[src/rtl/line_tracker_gen_if.sv]
// line_tracker_gen_if: sensor, enable and status bundle between Core, tracker, Servo and Motor
interface line_tracker_gen_if #(
    parameter int N_IR    = 4,
    parameter int STEER_W = 3
);
    logic [N_IR-1:0]           ir;
    logic                      en_track;
    logic                      en_brake;
    logic signed [STEER_W-1:0] steer;
    logic [1:0]                motor;
    logic                      end_of_track;
    logic                      brake_done;
    logic                      fault;
    modport master (output ir, en_track, en_brake, input steer, motor, end_of_track, brake_done, fault);
    modport slave  (input ir, en_track, en_brake, output steer, motor, end_of_track, brake_done, fault);
endinterface

[src/rtl/line_tracker_gen.sv]
// line_tracker_gen: debounced IR line follower with braking, end stop and lost-line handling (TRACK_LOST_RECOVERY_EN enables reverse-search recovery)
module line_tracker_gen #(
    parameter int N_IR       = 4,
    parameter int STEER_W    = 3,
    parameter int DEBOUNCE   = 1000,
    parameter int BRAKE_TIME = 500000,
    parameter int LOST_TIME  = 200000,
    parameter int CNT_W      = 20
) (
    input logic               clkus,
    input logic               rst,
    line_tracker_gen_if.slave bus
);
    localparam int SMAX = 2 ** (STEER_W - 1) - 1;
    localparam logic [CNT_W-1:0] DB_LAST   = CNT_W'(DEBOUNCE - 1);
    localparam logic [CNT_W-1:0] BRK_LAST  = CNT_W'(BRAKE_TIME - 1);
    localparam logic [CNT_W-1:0] BRK_T     = CNT_W'(BRAKE_TIME);
    localparam logic [CNT_W-1:0] LOST_LAST = CNT_W'(LOST_TIME - 1);
`ifdef TRACK_LOST_RECOVERY_EN
    localparam logic [CNT_W-1:0] LOSTX_LAST = CNT_W'(2 * LOST_TIME - 1);
`endif

    typedef enum logic [2:0] {S_IDLE, S_TRACK, S_LOST, S_BRAKE, S_END} state_t;

    state_t                    st, st_n;
    logic [N_IR-1:0]           ir_s, ir_q;
    logic [CNT_W-1:0]          dcnt, tmr, tmr_n;
    logic                      lost_brk, lost_brk_n, done_brk;
    logic                      white, both_black;
    logic signed [STEER_W-1:0] raw, last_s, steer_n;
    logic [1:0]                motor_n;
    logic                      eot_n, bd_n, fault_n;
    int                        sum;

    assign white      = ~|ir_q;
    assign both_black = ir_q[N_IR-1] & ir_q[0];

    // sensor debounce: any change restarts the stability count, ir_q follows once stable
    always_ff @(posedge clkus or negedge rst)
        if (!rst) begin
            ir_s <= '0;
            ir_q <= '0;
            dcnt <= '0;
        end else if (bus.ir != ir_s) begin
            ir_s <= bus.ir;
            dcnt <= '0;
        end else if (dcnt >= DB_LAST)
            ir_q <= ir_s;
        else
            dcnt <= dcnt + 1'b1;

    // weighted steer: outer sensors pull hardest, left positive, right negative, saturated
    always_comb begin
        sum = 0;
        for (int i = 0; i < N_IR; i++)
            if (ir_q[i]) sum += (i >= N_IR / 2) ? (i - N_IR / 2 + 1) : -(N_IR / 2 - i);
        raw = sum > SMAX ? STEER_W'(SMAX) : sum < -SMAX ? STEER_W'(-SMAX) : STEER_W'(sum);
    end

    // next state, shared timer and next registered outputs
    always_comb begin
        st_n       = st;
        lost_brk_n = lost_brk;
        case (st)
            S_IDLE:
                if (bus.en_brake && !bus.brake_done) begin
                    st_n       = S_BRAKE;
                    lost_brk_n = 1'b0;
                end else if (bus.en_track && !bus.end_of_track && !bus.fault)
                    st_n = S_TRACK;
            S_TRACK:
                if (bus.en_brake && !bus.brake_done) begin
                    st_n       = S_BRAKE;
                    lost_brk_n = 1'b0;
                end else if (!bus.en_track)
                    st_n = S_IDLE;
                else if (both_black)
                    st_n = S_END;
                else if (white && tmr >= LOST_LAST) begin
`ifdef TRACK_LOST_RECOVERY_EN
                    st_n = S_LOST;
`else
                    st_n       = S_BRAKE;
                    lost_brk_n = 1'b1;
`endif
                end
`ifdef TRACK_LOST_RECOVERY_EN
            S_LOST:
                if (!white) st_n = S_TRACK;
                else if (tmr >= LOSTX_LAST) st_n = S_IDLE;
`endif
            S_BRAKE: if (tmr >= BRK_LAST) st_n = S_IDLE;
            S_END:   if (!bus.en_track) st_n = S_IDLE;
            default: st_n = S_IDLE;
        endcase
        tmr_n    = (st_n != st || (st == S_TRACK && !white)) ? '0 : tmr == '1 ? tmr : tmr + 1'b1;
        done_brk = st == S_BRAKE && st_n == S_IDLE;
        fault_n  = (bus.fault && bus.en_track) || (done_brk && lost_brk) || (st == S_LOST && st_n == S_IDLE);
        bd_n     = (bus.brake_done && bus.en_brake) || (done_brk && !lost_brk);
        eot_n    = st_n == S_END;
        motor_n  = st_n == S_TRACK ? 2'b01 :
                   st_n == S_LOST ? 2'b10 :
                   (st_n == S_BRAKE || (st_n == S_END && tmr_n < BRK_T)) ? 2'b11 : 2'b00;
        steer_n  = st_n == S_TRACK ? raw : st_n == S_LOST ? -last_s : '0;
    end

    // state, timer and output registers
    always_ff @(posedge clkus or negedge rst)
        if (!rst) begin
            st               <= S_IDLE;
            tmr              <= '0;
            lost_brk         <= 1'b0;
            last_s           <= '0;
            bus.steer        <= '0;
            bus.motor        <= 2'b00;
            bus.end_of_track <= 1'b0;
            bus.brake_done   <= 1'b0;
            bus.fault        <= 1'b0;
        end else begin
            st               <= st_n;
            tmr              <= tmr_n;
            lost_brk         <= lost_brk_n;
            if (st == S_TRACK && raw != '0) last_s <= raw;
            bus.steer        <= steer_n;
            bus.motor        <= motor_n;
            bus.end_of_track <= eot_n;
            bus.brake_done   <= bd_n;
            bus.fault        <= fault_n;
        end
endmodule

[src/flat_wrapper.sv]
// flat-port wrapper written by rule: the top's interface ports become plain ports
module line_tracker_gen_flat 
#(
    parameter int N_IR       = 4,
    parameter int STEER_W    = 3,
    parameter int DEBOUNCE   = 1000,
    parameter int BRAKE_TIME = 500000,
    parameter int LOST_TIME  = 200000,
    parameter int CNT_W      = 20
)
  (clkus, rst, bus_ir, bus_en_track, bus_en_brake, bus_steer, bus_motor, bus_end_of_track, bus_brake_done, bus_fault);
  line_tracker_gen_if #(.N_IR(N_IR), .STEER_W(STEER_W)) bus_i ();
  input logic clkus;
  input logic rst;
  input wire logic [$bits(bus_i.ir)-1:0] bus_ir;
  input wire logic [$bits(bus_i.en_track)-1:0] bus_en_track;
  input wire logic [$bits(bus_i.en_brake)-1:0] bus_en_brake;
  output wire logic [$bits(bus_i.steer)-1:0] bus_steer;
  output wire logic [$bits(bus_i.motor)-1:0] bus_motor;
  output wire logic [$bits(bus_i.end_of_track)-1:0] bus_end_of_track;
  output wire logic [$bits(bus_i.brake_done)-1:0] bus_brake_done;
  output wire logic [$bits(bus_i.fault)-1:0] bus_fault;
  assign bus_i.ir = bus_ir;
  assign bus_i.en_track = bus_en_track;
  assign bus_i.en_brake = bus_en_brake;
  assign bus_steer = bus_i.steer;
  assign bus_motor = bus_i.motor;
  assign bus_end_of_track = bus_i.end_of_track;
  assign bus_brake_done = bus_i.brake_done;
  assign bus_fault = bus_i.fault;
  line_tracker_gen #(.N_IR(N_IR), .STEER_W(STEER_W), .DEBOUNCE(DEBOUNCE), .BRAKE_TIME(BRAKE_TIME), .LOST_TIME(LOST_TIME), .CNT_W(CNT_W)) u_core (.clkus(clkus), .rst(rst), .bus(bus_i));
endmodule
[config.mk]
export PLATFORM = sky130hd
export DESIGN_NAME = line_tracker_gen_flat
export DESIGN_NICKNAME = d
export VERILOG_FILES = /design/src/rtl/line_tracker_gen_if.sv /design/src/rtl/line_tracker_gen.sv /design/src/flat_wrapper.sv
export SDC_FILE = /design/constraint.sdc
export NUM_CORES = 1
export LEC_CHECK = 0
export BUFFER_PORTS_ARGS = -buffer_cell sky130_fd_sc_hd__buf_2
export CAP_MARGIN = 20
export CORE_MARGIN = 4
export CORE_UTILIZATION = 52
export CTS_BUF_LIST = sky130_fd_sc_hd__clkbuf_8
export DETAILED_ROUTE_END_ITERATION = 10
export PLACE_DENSITY = 0.74
export SLEW_MARGIN = 15
export SYNTH_ARGS = -nofsm -noshare
export SYNTH_HDL_FRONTEND = slang
export SYNTH_SLANG_ARGS = --single-unit
[constraint.sdc]
create_clock -name clkus -period 3.38 [get_ports clkus]
set_clock_uncertainty 0.15 [all_clocks]
set_input_delay 0.338 -clock clkus [delete_from_list [all_inputs] [get_ports clkus]]
set_output_delay 0.338 -clock clkus [all_outputs]
set_load 0.05 [all_outputs]
==> metrics.txt <==
run status finished, final reports clean; critical path type reg2reg; Worst-path clk slew 0.07 ns; Overall Global Routing Usage 18.36%; Synth Area in Compound Gates 12.87%; pin count of the biggest net entering global routing 23; total gr overflow 0; Finish-stage setup viols 0; CTS tree yes; Crit. End Element flip-flop; Worst EP arrival 2.95 ns; row cnt 29; global-route wire length before repair 11,300 um; Post-route DRC 0; post-DP HPWL 4714 um; Worst Hold Class in2reg; CP peak stage delay 0.44 ns; effective utilization at floorplan 53.29%; htree depth 3; vias in the first global route 2,543; Worst-Margin Slew 0.8882 ns; IO Port Bufs 15; Clock Sinks 60; mux share of post-synthesis cell area 2.306%; Most common cell on crit path ha_1; Max Cap Violations 0; Layout Cells excl Fill 458; Seq/Total Area, Yosys 44.63%; flops & latches, synth 60; area leader, netlist dfrtp_1; syn_area_per_cell 9.424 um^2; Crit-path slowest cell dfrtp_1; Ys Warns 0; Slew headroom 40.74%; fmax 0.3483 GHz; Layout Nets 391; final slew viol count 0; largest fanout on the critical path 7; Synth async-reset ratio 100.0%; synth unique cells 64; Gate power share 20.1%; leading cell types in the layout, fill and taps excluded 60 x dfrtp_1, 49 x nor2_1, 29 x nand2_1; chip height 88.44 um; Lkg Pwr 1.595 nW; Routed Antenna Nets 0; layout cells sized above 1 14.44%; post-synthesis xor/xnor area fraction 7.289%; Pwr Density 471.0 nW/um^2; Max rail drop VDD 0.0004149 V; WL final 6535 um; drt wl/cell 14.27 um; Clk pwr share 34.0%; Mapped Area 3364 um^2; placed cell count 437; register share of total power 45.9%; simple-gate share of the synthesized area 26.29%; DR iter-0 viols 141; IO Count 16; Area Growth Syn to Fin 10.26%; Filler cells 531; ANT cells 0; commonest non-fill, non-tap cell in the layout dfrtp_1; largest family of logic cells by synthesized area simple AND/OR/NAND/NOR gates; prevailing post-synth register cell dfrtp_1; adder-cell share of the synthesized area 2.603%; Longest Clk Path Bufs 2; Yosys top cell area share 44.63%; cells along the critical path inv_1, ha_1, nand2b_1, a31oi_1, ha_1, nand2_1, o41ai_1, a41oi_1, a211oi_1, nor2_1; unrepaired setup endpoints after global routing false; Synth area leaders dfrtp_1 45%, nor2_1 5.5%, xnor2_1 5.2%, nand2_1 3.2%, and2_1 2.6%; clk_lat worst skew 0.34 ns; EDFF count, synth 0; die width 88.44 um; Core ar. 6314 um^2; TritonRoute pass-1 iters 4; Synth Instances 357; setup TNS 0 ns; startpoint types flip-flop; CTS Buf Count 9; initial antenna violation count 0; Pint 1.140 mW; post-cts sizing count 0; Period minus WS final 2.871 ns; Sw Share 34.74%; worst path required time 3.46 ns; die area 7821 um^2; Vias/cell 5.799; NetSw 607.1 uW; Syn Nets 372; period utilisation layout 84.95%; gpl congestion 0.9181; final hold vios 0; via count 2,656; CTS Root Cell clkbuf_8
power groups by stage:
stage               Combinational (mW)  Sequential [mW]  Clock [mW]
floorplan                        0.213            0.876           0
global placement                 0.344            0.814           0
detailed placement               0.348            0.816           0
CTS                              0.355            0.802       0.613
global route                     0.389            0.809       0.641
finish                           0.351            0.802       0.595
cells by family (layout without fill, tap and decap cells):
logic type      after synthesis  after routing
buf+inv                      30             54
compound gates               59             59
simple gates                166            166
flops                        60             60
xor+xnor                     28             28
fa+ha+maj                     7              7
mux                           7              7
final cells by class:
type,instances,area [um^2],share of cell area (%)
Tap cell,77,96.34,2.597
Inverter,16,60.06,1.619
Sequential cell,60,1501,40.47
Clock buffer,9,123.9,3.339
Timing Repair Buffer,22,140.1,3.777
Multi-Input combinational cell,267,1728,46.58
Clock inverter,7,60.06,1.619
synthesized netlist by cell type (2+ instances only):
master / count
a211oi_1: 5
a21o_1: 2
a21oi_1: 16
a31oi_1: 7
and2_1: 14
buf_2: 5
buf_4: 2
clkbuf_1: 5
dfrtp_1: 60
ha_1: 7
inv_1: 16
mux2_2: 6
nand2_1: 29
nand2b_1: 5
nand3_1: 15
nand4_1: 11
nand4b_1: 2
nor2_1: 49
nor2b_1: 2
nor3_1: 9
nor4_1: 6
o211a_1: 2
o21ai_0: 7
o32a_1: 2
o41ai_1: 2
or2_2: 4
or3_1: 3
or4_1: 2
xnor2_1: 20
xor2_1: 8
repair_timing:
action / CTS / global route
buffers inserted: 0 / 0
endpoints found under the hold margin: 24 / 0
hold buffers: 5 / 0
final timing paths:
path                                 start               endpoint  slack [ns]  depth (start not counted)
hold reg to reg            u_core.dcnt[16]        u_core.dcnt[16]        0.34                          1
min in group asynchronous              rst          u_core.tmr[7]        0.33                          2
setup reg to reg            u_core.ir_q[1]    u_core.bus.steer[0]        0.51                         10
hold / removal                bus_en_brake  u_core.bus.brake_done        0.09                          2
max in group asynchronous              rst        u_core.dcnt[11]        2.09                          3
setup / recovery            u_core.ir_q[1]    u_core.bus.steer[0]        0.51                         10
flip-flops by register name, indices dropped and copies added, names as in the netlist:
| name | flops |
|---|---|
| u_core.bus.steer | 3 |
| u_core.dcnt | 20 |
| u_core.st | 3 |
| u_core.ir_s | 4 |
| u_core.bus.fault | 1 |
| u_core.bus.brake_done | 1 |
| u_core.lost_brk | 1 |
| u_core.bus.motor | 2 |
| u_core.ir_q | 4 |
| u_core.bus.end_of_track | 1 |
| u_core.tmr | 20 |
per-stage QoR:
stage / power (mW) / setup WS (ns) / hold WS, ns / utilization (%) / area (um^2)
final: 1.747 / 0.5085 / 0.09110 / 58.76 / 3710
after global routing: 1.839 / 0.2713 / 0.1085 / 58.76 / 3710
after CTS: 1.769 / 0.5860 / 0.08426 / 58.76 / 3710
after detailed placement: 1.165 / 0.5916 / 0.1732 / 55.05 / 3476
after global placement: 1.158 / 0.7139 / 0.1657 / 55.05 / 3476
after floorplan: 1.089 / 0.9168 / -0.1076 / - / 3364
critical path: cells and delay by family, from the launching register on:
family	cells	cell delay (ns)
fa+ha+maj	2	0.58
simple gates	3	0.30
buf+inv	1	0.08
flops	1	0.44
compound gates	4	1.22
per-layer routing:
metal | GRT usage [%] | wire [um] | part of all wire (%) | vias up
met5 | 0 | 0 | 0 | -
li1 | - | - | - | 1307
met3 | 5.400 | 284 | 4.3 | 13
met2 | 29.10 | 3144 | 48 | 60
met1 | 24.49 | 2986 | 46 | 1276
met4 | 5.495 | 121 | 1.9 | 0
Note: power is estimated with default switching activity, not from simulation.
